**src/rtl/div_arbiter_pkg.sv**
```systemverilog
// div_arb_pkg
// Shared definitions for the divider arbiter slice:
//   DEF_W / DEF_NREQ : default operand width and requester count
//   state_t          : arbiter FSM states (IDLE, RUN, RESP)
//   DIV0_QUOTIENT    : quotient reported for a zero divisor (all ones)
package div_arb_pkg;

    localparam int DEF_W    = 16;
    localparam int DEF_NREQ = 4;

    typedef enum logic [1:0] {
        IDLE = 2'd0,
        RUN  = 2'd1,
        RESP = 2'd2
    } state_t;

    localparam logic [DEF_W-1:0] DIV0_QUOTIENT = {DEF_W{1'b1}};

endpackage

```
**src/rtl/div_arbiter_core.sv**
```systemverilog
// div_core
// Unsigned restoring divider, one quotient bit per clock, MSB first.
//   clk, rst   : clock, asynchronous active-high reset
//   start      : load dividend/divisor and begin W iterations
//   dividend   : W-bit dividend (sampled only with start)
//   divisor    : W-bit divisor (sampled only with start, must be nonzero)
//   done       : one-cycle pulse, quotient/remainder final
//   quotient   : W-bit quotient
//   remainder  : W-bit remainder
// The cycle after start is the first iteration; done is high in the cycle
// following the W-th iteration.
module div_core
    import div_arb_pkg::*;
#(
    parameter int W = DEF_W
) (
    input  logic         clk,
    input  logic         rst,
    input  logic         start,
    input  logic [W-1:0] dividend,
    input  logic [W-1:0] divisor,
    output logic         done,
    output logic [W-1:0] quotient,
    output logic [W-1:0] remainder
);

    localparam int CW = $clog2(W + 1);

    // dq holds the not-yet-consumed dividend bits at the top and the
    // quotient bits shifted in at the bottom.
    logic [W-1:0]  rem_q, rem_d;
    logic [W-1:0]  dq_q, dq_d;
    logic [W-1:0]  dvs_q, dvs_d;
    logic [CW-1:0] cnt_q, cnt_d;
    logic          run_q, run_d;
    logic [W:0]    trial;

    always_comb begin
        rem_d = rem_q;
        dq_d  = dq_q;
        dvs_d = dvs_q;
        cnt_d = cnt_q;
        run_d = run_q;
        trial = {rem_q, dq_q[W-1]} - {1'b0, dvs_q};

        if (start) begin
            rem_d = '0;
            dq_d  = dividend;
            dvs_d = divisor;
            cnt_d = CW'(W);
            run_d = 1'b1;
        end else if (run_q) begin
            if (cnt_q != '0) begin
                // Sign bit of the W+1 bit trial decides restore vs keep.
                if (!trial[W]) begin
                    rem_d = trial[W-1:0];
                    dq_d  = {dq_q[W-2:0], 1'b1};
                end else begin
                    rem_d = {rem_q[W-2:0], dq_q[W-1]};
                    dq_d  = {dq_q[W-2:0], 1'b0};
                end
                cnt_d = cnt_q - 1'b1;
            end else begin
                run_d = 1'b0;
            end
        end
    end

    always_ff @(posedge clk or posedge rst) begin
        if (rst) begin
            rem_q <= '0;
            dq_q  <= '0;
            dvs_q <= '0;
            cnt_q <= '0;
            run_q <= 1'b0;
        end else begin
            rem_q <= rem_d;
            dq_q  <= dq_d;
            dvs_q <= dvs_d;
            cnt_q <= cnt_d;
            run_q <= run_d;
        end
    end

    assign done      = run_q && (cnt_q == '0);
    assign quotient  = dq_q;
    assign remainder = rem_q;

endmodule

```
**src/rtl/div_arbiter.sv**
```systemverilog
// div_arbiter
// Round-robin sharing of one sequential divider between NREQ requesters.
//   clk, rst     : clock, asynchronous active-high reset
//   req          : per-requester request, held with operands until ack
//   dividend_in  : packed dividends, requester i at [i*W +: W]
//   divisor_in   : packed divisors, same packing
//   ack          : one-hot one-cycle pulse, operands of requester captured
//   busy         : divider owned (state not IDLE)
//   resp_valid   : one-cycle pulse, result outputs valid
//   resp_id      : requester owning the result
//   quotient     : result quotient, held until next resp_valid
//   remainder    : result remainder, held until next resp_valid
//   div0         : divisor was zero, held with the result
module div_arbiter
    import div_arb_pkg::*;
#(
    parameter int NREQ = DEF_NREQ,
    parameter int W    = DEF_W,
    parameter int IDW  = $clog2(NREQ)
) (
    input  logic              clk,
    input  logic              rst,
    input  logic [NREQ-1:0]   req,
    input  logic [NREQ*W-1:0] dividend_in,
    input  logic [NREQ*W-1:0] divisor_in,
    output logic [NREQ-1:0]   ack,
    output logic              busy,
    output logic              resp_valid,
    output logic [IDW-1:0]    resp_id,
    output logic [W-1:0]      quotient,
    output logic [W-1:0]      remainder,
    output logic              div0
);

    localparam logic [W-1:0] DIV0_Q = W'($signed(DIV0_QUOTIENT));

    // Unpacked views of the operand buses.
    logic [W-1:0] dvd_arr [NREQ];
    logic [W-1:0] dvs_arr [NREQ];

    generate
        for (genvar gi = 0; gi < NREQ; gi++) begin : g_unpack
            assign dvd_arr[gi] = dividend_in[gi*W +: W];
            assign dvs_arr[gi] = divisor_in[gi*W +: W];
        end
    endgenerate

    state_t          state_q, state_d;
    logic [IDW-1:0]  last_q, last_d;
    logic [IDW-1:0]  owner_q, owner_d;
    logic [NREQ-1:0] ack_q, ack_d;
    logic            resp_valid_q, resp_valid_d;
    logic [IDW-1:0]  resp_id_q, resp_id_d;
    logic [W-1:0]    quot_q, quot_d;
    logic [W-1:0]    rem_q, rem_d;
    logic            div0_q, div0_d;
    logic            zero_pend_q, zero_pend_d;
    logic [W-1:0]    dvd_cap_q, dvd_cap_d;

    logic            grant_vld;
    logic [IDW-1:0]  grant_idx;
    logic            core_start;
    logic            core_done;
    logic [W-1:0]    core_quot;
    logic [W-1:0]    core_rem;

    // Round-robin search starting just after the last winner.
    always_comb begin
        int             idx;
        logic [IDW-1:0] idx_v;
        grant_vld = 1'b0;
        grant_idx = '0;
        idx       = 0;
        idx_v     = '0;
        for (int k = 1; k <= NREQ; k++) begin
            idx = int'(last_q) + k;
            if (idx >= NREQ) begin
                idx = idx - NREQ;
            end
            idx_v = IDW'(idx);
            if (!grant_vld && req[idx_v]) begin
                grant_vld = 1'b1;
                grant_idx = idx_v;
            end
        end
    end

    always_comb begin
        state_d      = state_q;
        last_d       = last_q;
        owner_d      = owner_q;
        ack_d        = '0;
        resp_valid_d = 1'b0;
        resp_id_d    = resp_id_q;
        quot_d       = quot_q;
        rem_d        = rem_q;
        div0_d       = div0_q;
        zero_pend_d  = zero_pend_q;
        dvd_cap_d    = dvd_cap_q;
        core_start   = 1'b0;

        case (state_q)
            // RESP lasts one cycle and its closing edge doubles as an
            // arbitration edge, so back-to-back operations repeat every
            // W+2 cycles.
            IDLE, RESP: begin
                state_d = IDLE;
                if (grant_vld) begin
                    state_d          = RUN;
                    last_d           = grant_idx;
                    owner_d          = grant_idx;
                    ack_d[grant_idx] = 1'b1;
                    dvd_cap_d        = dvd_arr[grant_idx];
                    zero_pend_d      = (dvs_arr[grant_idx] == '0);
                    // A zero divisor never starts the core; RUN turns it
                    // straight into a RESP one cycle later.
                    core_start       = (dvs_arr[grant_idx] != '0);
                end
            end
            RUN: begin
                if (zero_pend_q) begin
                    state_d      = RESP;
                    resp_valid_d = 1'b1;
                    resp_id_d    = owner_q;
                    quot_d       = DIV0_Q;
                    rem_d        = dvd_cap_q;
                    div0_d       = 1'b1;
                end else if (core_done) begin
                    state_d      = RESP;
                    resp_valid_d = 1'b1;
                    resp_id_d    = owner_q;
                    quot_d       = core_quot;
                    rem_d        = core_rem;
                    div0_d       = 1'b0;
                end
            end
            default: begin
                state_d = IDLE;
            end
        endcase
    end

    always_ff @(posedge clk or posedge rst) begin
        if (rst) begin
            state_q      <= IDLE;
            last_q       <= IDW'(NREQ - 1);
            owner_q      <= '0;
            ack_q        <= '0;
            resp_valid_q <= 1'b0;
            resp_id_q    <= '0;
            quot_q       <= '0;
            rem_q        <= '0;
            div0_q       <= 1'b0;
            zero_pend_q  <= 1'b0;
            dvd_cap_q    <= '0;
        end else begin
            state_q      <= state_d;
            last_q       <= last_d;
            owner_q      <= owner_d;
            ack_q        <= ack_d;
            resp_valid_q <= resp_valid_d;
            resp_id_q    <= resp_id_d;
            quot_q       <= quot_d;
            rem_q        <= rem_d;
            div0_q       <= div0_d;
            zero_pend_q  <= zero_pend_d;
            dvd_cap_q    <= dvd_cap_d;
        end
    end

    div_core #(
        .W (W)
    ) u_core (
        .clk       (clk),
        .rst       (rst),
        .start     (core_start),
        .dividend  (dvd_arr[grant_idx]),
        .divisor   (dvs_arr[grant_idx]),
        .done      (core_done),
        .quotient  (core_quot),
        .remainder (core_rem)
    );

    assign ack        = ack_q;
    assign busy       = (state_q != IDLE);
    assign resp_valid = resp_valid_q;
    assign resp_id    = resp_id_q;
    assign quotient   = quot_q;
    assign remainder  = rem_q;
    assign div0       = div0_q;

endmodule
```
**config.mk**
```make
export PLATFORM = sky130hd
export DESIGN_NAME = div_arbiter
export DESIGN_NICKNAME = d
export VERILOG_FILES = /design/src/rtl/div_arbiter_pkg.sv /design/src/rtl/div_arbiter_core.sv /design/src/rtl/div_arbiter.sv
export SDC_FILE = /design/constraint.sdc
export NUM_CORES = 1
export LEC_CHECK = 0
export ABC_AREA = 1
export CORE_UTILIZATION = 40
export CTS_CLUSTER_DIAMETER = 30
export DETAILED_ROUTE_END_ITERATION = 8
export DONT_BUFFER_PORTS = 1
export PLACE_DENSITY_LB_ADDON = 0.2
export SYNTH_ARGS = -nofsm -noshare
export SYNTH_HDL_FRONTEND = slang
export SYNTH_HIERARCHICAL = 1
export SYNTH_SLANG_ARGS = --single-unit
```
**constraint.sdc**
```tcl
create_clock -name clk -period 6.1 [get_ports clk]
set_input_delay 1.22 -clock clk [delete_from_list [all_inputs] [get_ports clk]]
set_output_delay 1.22 -clock clk [all_outputs]
set_load 0.02 [all_outputs]
```
==> Word level (Yosys, flattened, before mapping) <==
Cells that the tools add are included.
{ "totals": {"out_inout_bits": 41, "elab_cells": 123, "in_bits": 134, "ram_bits": 0, "latch_bits": 0, "mem_bits_ro": 0, "reg_bits": 117, "n_memories": 0} }
{ "classes": {"multipliers": 0, "n_lt_le_gt_ge": 11, "mux": 61, "reduce_logical": 21, "shift": 0, "div_mod_pow": 0, "bitwise_logic": 1, "eq_ne": 3, "addsub": 10} }
{ "ops": {"columns": ["operator", "count"], "rows": [
  ["two-way mux 16 bit", 15],
  ["binary-select mux 16 bit (select 2 bit)", 2],
  ["two-way mux 2 bit", 12],
  ["two-way mux 1 bit", 21],
  ["subtractor 17 x 16 -> 17 bit", 1],
  ["zero test 16 bit", 1],
  ["nonzero test 16 bit", 1],
  ["less-than comparator 2 x 3 -> 1 bit, second input constant", 5],
  ["two-way mux 5 bit", 3],
  ["greater-or-equal comparator 3 bit, second input constant", 4],
  ["binary-select mux 1 bit (select 2 bit)", 4],
  ["two-way mux 4 bit", 2],
  ["nonzero test 2 bit", 4],
  ["subtractor 2 x 1 -> 2 bit, second input constant", 4],
  ["adder 2 x 2 -> 3 bit, second input constant", 2],
  ["AND reduction 2 bit", 3],
  ["logical AND 1 bit", 5],
  ["zero test 5 bit", 1],
  ["nonzero test 5 bit", 1],
  ["subtractor 5 x 1 -> 5 bit, second input constant", 1],
  ["adder 2 x 3 -> 4 bit, second input constant", 1],
  ["greater-or-equal comparator 4 x 3 -> 1 bit, second input constant", 1],
  ["one-hot mux 2 bit (2 select lines)", 1],
  ["adder 2 x 1 -> 3 bit, second input constant", 1],
  ["other kinds (9)", 11]
]} }

==> Longest topological paths before layout <==
{ "depth": {"depth_word": 24, "mapped_depth": 25, "mapped_depth_nobuf": 23} }

==> Cells and area by module <==
The synthesis kept the hierarchy.
{ "by_module_without_submodules": {"columns": ["module", "area_each_um2", "seq_area_each_um2", "n_inst", "cells_per_inst"], "rows": [
  ["div_arbiter", 4077.7, 1579.0, 1, 581],
  ["div_core", 3500.9, 1351.3, 1, 507]
]} }

==> Least setup slack after synthesis <==
OpenSTA, ideal clock, no wires.
{ "synth_path": {"path_kind": "input to register", "start": "input req[3]", "end": "register u_core.dq_q[12], in the netlist u_core/quotient[12]", "t_arrival_ns": 3.382, "required_ns": 5.968, "slack_ns": 2.586, "n_path_buf": 3, "setup_ns": 0.132, "path_stages": 21, "path_cell_list": "nand2_1 nand2_2 nand2_1 nand2_2 nor2_4 nand2_1 o21ai_4 buf_6 buf_12 nand2_2 nand2_2 nor2_1 nand2_1 nor2_1 a21oi_1 inv_1 nand2_1 inv_1 buf_2 a22oi_1 o21ai_0"} }
{ "synth_via": {"elab_chain_cells": 21, "elab_cells_between_ends": 36, "classes_between": "25 x mux; 1 x bitwise; 10 x reduce/logical"} }
{ "synth_rtl": {"columns": ["element", "line_no", "rtl"], "rows": [
  ["start, declared", "div_arbiter.sv:23", "input logic [NREQ-1:0] req,"],
  ["binary-select mux 1 bit (select 2 bit)", "div_arbiter.sv:81", "if (!grant_vld && req[idx_v]) begin"],
  ["two-way mux 1 bit (not written as such)", "div_arbiter.sv:81", null],
  ["two-way mux 1 bit", "div_arbiter.sv:81", null],
  ["zero test 1 bit", "div_arbiter.sv:81", null],
  ["logical AND 1 bit", "div_arbiter.sv:81", null],
  ["two-way mux 1 bit", "div_arbiter.sv:81", null],
  ["zero test 1 bit", "div_arbiter.sv:81", null],
  ["logical AND 1 bit", "div_arbiter.sv:81", null],
  ["[... 5 more ...]", null, null],
  ["binary-select mux 16 bit (select 2 bit)", "div_arbiter.sv:117", "core_start = (dvs_arr[grant_idx] != '0);"],
  ["two-way mux 16 bit (not written as such) (2 in a row)", "div_arbiter.sv:117", null],
  ["nonzero test 16 bit", "div_arbiter.sv:117", null],
  ["two-way mux 1 bit (*)", "div_arbiter.sv:108", "if (grant_vld) begin"],
  ["two-way mux 1 bit (*)", "div_arbiter.sv:102", "case (state_q)"],
  ["named net core_start", "div_arbiter.sv:62", "logic core_start;"],
  ["nonzero test 2 bit (no source line)", null, null],
  ["AND reduction 2 bit (no source line)", null, null],
  ["end signal, assigned", "div_arbiter_core.sv:78", "dq_q <= dq_d;"],
  ["end, declared", "div_arbiter_core.sv:32", "logic [W-1:0] dq_q, dq_d;"]
]} }
Mark *: on every way through the listed nets, which the timed path passes. The rest lies on a longest branch. The select of a mux whose other input is x is not followed.
A chain may end at the register's enable or synchronous reset.

==> Final worst setup path <==
{ "layout_path": {"start": "input req[3]", "end": "register u_core.rem_q[14], in the netlist u_core/remainder[14]"} }
{ "layout_via": {"elab_chain_cells": 21, "elab_cells_between_ends": 33, "classes_between": "22 x mux; 1 x bitwise; 10 x reduce/logical"} }
{ "layout_rtl": {"columns": ["element", "line_no", "rtl"], "rows": [
  ["binary-select mux 1 bit (select 2 bit)", "div_arbiter.sv:81", null],
  ["two-way mux 1 bit (not written as such)", "div_arbiter.sv:81", null],
  ["two-way mux 1 bit", "div_arbiter.sv:81", null],
  ["zero test 1 bit", "div_arbiter.sv:81", null],
  ["logical AND 1 bit", "div_arbiter.sv:81", null],
  ["two-way mux 1 bit", "div_arbiter.sv:81", null],
  ["zero test 1 bit", "div_arbiter.sv:81", null],
  ["logical AND 1 bit", "div_arbiter.sv:81", null],
  ["[... 5 more ...]", null, null],
  ["binary-select mux 16 bit (select 2 bit)", "div_arbiter.sv:117", null],
  ["two-way mux 16 bit (not written as such) (2 in a row)", "div_arbiter.sv:117", null],
  ["nonzero test 16 bit", "div_arbiter.sv:117", null],
  ["two-way mux 1 bit (*)", "div_arbiter.sv:108", null],
  ["two-way mux 1 bit (*)", "div_arbiter.sv:102", null],
  ["named net core_start", "div_arbiter.sv:62", null],
  ["nonzero test 2 bit (no source line)", null, null],
  ["AND reduction 2 bit (no source line)", null, null],
  ["end signal, assigned", "div_arbiter_core.sv:77", "rem_q <= rem_d;"],
  ["end, declared", "div_arbiter_core.sv:31", "logic [W-1:0] rem_q, rem_d;"]
]} }
Marked as above.

==> parameters.txt <==
Parameter                              Value

Routing
  Count of TritonRoute iterations in the first routing pass    5
  Detail-routed via count per cell    approximately 5.1
  DR iter-0 viols    between 400 and 500
  Remaining antenna violation count after routing    0
  DRC violations left    0
  Total detailed-routing wirelength    between 15 and 20 mm
  Via Count    about 6700
  Wire per inst    15.0 µm

GRT
  Total routing resource utilization after global routing    0.206
  Number of antenna violations at the first check in global routing    0
  Total global routing overflow    0
  Number of global-route vias before repair    ~6100
  Global routing usage on met2    0.316
  Global Route met1 Usage    0.288
  Pin count of the biggest net entering global routing    55
  Busiest layer in global routing    met2
  Global-route wire length before repair    31.7 mm
  Met3 demand-to-capacity share in global routing    0.0547

Clocking
  Clock-pin slew reported for the worst setup and hold paths after clock tree synthesis    0.05 ns
  Clock Latency Late Sink    0.41 ns
  CTS H-tree depth    4
  Number of gates resized after cts    0
  Number of clock buffers inserted by TritonCTS    17
  Setup bufs post-CTS    0
  CTS Root Buffer Type    sky130_fd_sc_hd__clkbuf_16
  Post-CTS Hold Fix Bufs    0
  Sinks on the clock net    117
  Clock tree buffer depth    2
  TritonCTS clock tree    built

Floorplanning
  Core region area    18300 µm²
  Width of the die    approximately 140 µm
  Std-Cell Rows    49
  Ports placed on the boundary    about 180
  Overall die area    19500 µm²
  Starting utilization of the core area    0.415
  Overall die height    140 µm

Logic synthesis
  Synthesized Nets    1241
  Library cell with the largest summed area after synthesis    sky130_fd_sc_hd__dfrtp_1
  Number of distinct standard cells referenced by the synthesized netlist    41
  Share of synthesized registers carrying an async set or reset    1.00
  Sequential fraction of the synthesis area    0.387
  Number of warning messages in the yosys log    6
  Post-synthesis instance total    1088
  Post-synth top area share    0.380
  Post-synthesis sequential element count    117
  Post-synthesis instance area    7580 µm²
  Mean cell area of the mapped netlist    6.97 µm²
  Cell types occupying the most area after synthesis    sky130_fd_sc_hd__dfrtp_1 38%, sky130_fd_sc_hd__nand2_1 23%, sky130_fd_sc_hd__inv_1 5.7%
  Primary flip-flop cell chosen by synthesis mapping    sky130_fd_sc_hd__dfrtp_1
  Number of flops mapped to enable cells by yosys    0

STA
  Setup violations, final    0
  Fin worst setup slack    approximately 1.4 ns
  Post-layout minimum cycle time    between 4 and 5 ns
  Worst Clk Skew    between 0.006 and 0.007 ns
  Max Freq    approximately 210 MHz
  Rel. slew slack    0.419
  Final period utilization    0.770
  Endpoints failing hold    0
  Final slew viol count    0
  Total Negative Setup Slacks    0 ns
  Worst Max-Slew Pin Slew    approximately 0.87 ns
  RSZ-0062 raised after global routing    false

Setup path
  CP max FO    48
  Data arrival time at the worst-slack endpoint    5.04 ns
  Crit-path cells    nand2_1 > nand2_2 > nand2_1 > nand2_2 > nor2_4 > nand3_2 > nand3_4 > inv_2 > nand2_1 > nand2_1 > nand2_1 > nand2_2 > nor2_1 > nand2_1 > nor2_1 > a21oi_4 > buf_4 > nor2_1 > buf_4 > nand2_1 > nand2_1 > nand2_1 > nand2_1
  Number of buffer and inverter stages on the critical path    3
  Worst setup SP type    input pin
  Critical Path RT    approximately 6.4 ns
  Kind of capture point of the worst setup path    flop
  Gate family responsible for the most delay along the worst path    simple AND/OR/NAND/NOR gates
  Critical path start-end classification    in -> reg
  Worst path most repeated cell    sky130_fd_sc_hd__nand2_1
  Crit path largest cell delay    0.55 ns
  Slowest-stage cell, CP    sky130_fd_sc_hd__nand3_4

Run
  Number of max-capacitance violations reported    0

Min path
  Path category of the worst min-delay check    reg -> reg

Layout
  Number of fillers in the final layout    about 1900
  Inserted Diodes    0
  Synth-to-Final Area Change    8.93%
  Net count reported at finish    1221
  Fraction of final layout cells with drive strength greater than 1    0.110

Placed design
  Placement Setup Slack    1.04 ns
  Count of input and output buffers    0
  Post-DP HPWL    15.2 mm
  Placer's final routability congestion estimate    0.855

Status
  Outcome    complete, no violations
==> area by class of cell <==
class                           count  area [µm²]  share of cell area
Sequential cell                   117        2930               0.355
Clock buffer                       25         515              0.0624
Multi-Input combinational cell    801        3890               0.471
Clock inverter                      7         116              0.0141
Tap cell                          229         287              0.0347
Timing Repair Buffer                6        45.0             0.00546
Inverter                          125         474              0.0574
==> flip-flops by register name, summed over array words and instances (netlist names), 4 cells and up <==
register and cells:
ack 4, u_core/quotient 16, u_core/dvs_q 16, u_core/remainder 16, u_core/cnt_q 5, quotient 16, dvd_cap_q 16, remainder 16
==> through the flow <==
| stage | util | cells | hold slack (ns) | instance area, µm² |
|---|---|---|---|---|
| floorplan | - | 1088 | 0.423 | 7580 |
| global placement | 0.417 | 1278 | 0.465 | 7620 |
| detailed placement | 0.417 | 1278 | 0.451 | 7620 |
| CTS | 0.452 | 1310 | 0.481 | 8260 |
| global route | 0.452 | 1310 | 0.488 | 8260 |
| finish | 0.452 | 1310 | 0.480 | 8260 |
==> synthesized netlist by cell type, types with 7 or more instances <==
cell type and number:
sky130_fd_sc_hd__nand3_1 63, sky130_fd_sc_hd__inv_1 116, sky130_fd_sc_hd__nand2_1 460, sky130_fd_sc_hd__xnor2_1 7, sky130_fd_sc_hd__nand3_2 21, sky130_fd_sc_hd__a21oi_1 12
sky130_fd_sc_hd__a22oi_1 21, sky130_fd_sc_hd__nor2_1 61, sky130_fd_sc_hd__buf_6 13, sky130_fd_sc_hd__nand2_2 33, sky130_fd_sc_hd__a31oi_1 16, sky130_fd_sc_hd__o21ai_0 47
sky130_fd_sc_hd__inv_2 7, sky130_fd_sc_hd__clkbuf_1 17, sky130_fd_sc_hd__ha_1 18, sky130_fd_sc_hd__dfrtp_1 115
==> kinds of logic (layout without fill, tap and decap cells) <==
group | count (synthesis) | count (layout) | share of synthesized area
xor gates and xnor gates | 7 | 7 | 0.00809
DFF | 117 | 117 | 0.387
AOI/OAI and AO/OA | 116 | 116 | 0.0946
adders and majority gates | 19 | 19 | 0.0324
buffers and inverters | 170 | 163 | 0.102
and+or+nand+nor | 659 | 659 | 0.376
==> routing by layer <==
layer  part of all wire  wire length [µm]  up-vias
li1                   -                 -     3388
met1               0.48              9450     3022
met2               0.44              8730      226
met3              0.066              1310       16
met4             0.0098               192        0
met5                  0                 0        -
==> cell usage in the layout (no fill, tap or decap), types with 5 or more instances in the layout <==
cell type,instances
sky130_fd_sc_hd__nand2_2,33
sky130_fd_sc_hd__o221ai_1,6
sky130_fd_sc_hd__xnor2_1,7
sky130_fd_sc_hd__o21ai_0,47
sky130_fd_sc_hd__nand2_1,460
sky130_fd_sc_hd__nor2_1,61
sky130_fd_sc_hd__clkbuf_16,17
sky130_fd_sc_hd__inv_1,114
sky130_fd_sc_hd__clkbuf_8,6
sky130_fd_sc_hd__buf_4,6
sky130_fd_sc_hd__o211ai_1,5
sky130_fd_sc_hd__ha_1,18
sky130_fd_sc_hd__nand3_1,63
sky130_fd_sc_hd__dfrtp_1,115
sky130_fd_sc_hd__inv_2,9
sky130_fd_sc_hd__a31oi_1,16
sky130_fd_sc_hd__a21oi_1,11
sky130_fd_sc_hd__a22oi_1,21
sky130_fd_sc_hd__nand3_2,21
==> worst paths after layout <==
| path | cells after the start | endpoint | slack [ns] | startpoint |
|---|---|---|---|---|
| worst max-delay path | 23 | u_core/remainder[14] | 1.40 | req[3] |
| worst min-delay path | 2 | dvd_cap_q[4] | 0.48 | dvd_cap_q[4] |
| worst max register to register | 24 | u_core/remainder[14] | 1.46 | last_q[0] |
| worst min register to register | 2 | dvd_cap_q[4] | 0.48 | dvd_cap_q[4] |
| max in group asynchronous | 2 | dvd_cap_q[1] | 4.46 | rst |
| min in group asynchronous | 1 | quotient[6] | 0.74 | rst |
==> tightest hold or removal path, cell delays in order, from the launching register on <==
cell	delay [ns]
sky130_fd_sc_hd__dfrtp_1	0.34
sky130_fd_sc_hd__nand2_1	0.06
sky130_fd_sc_hd__nand2_1	0.05
Power is not shown: default switching activity piles up to over one toggle a cycle in this logic, so the estimate is an artifact.
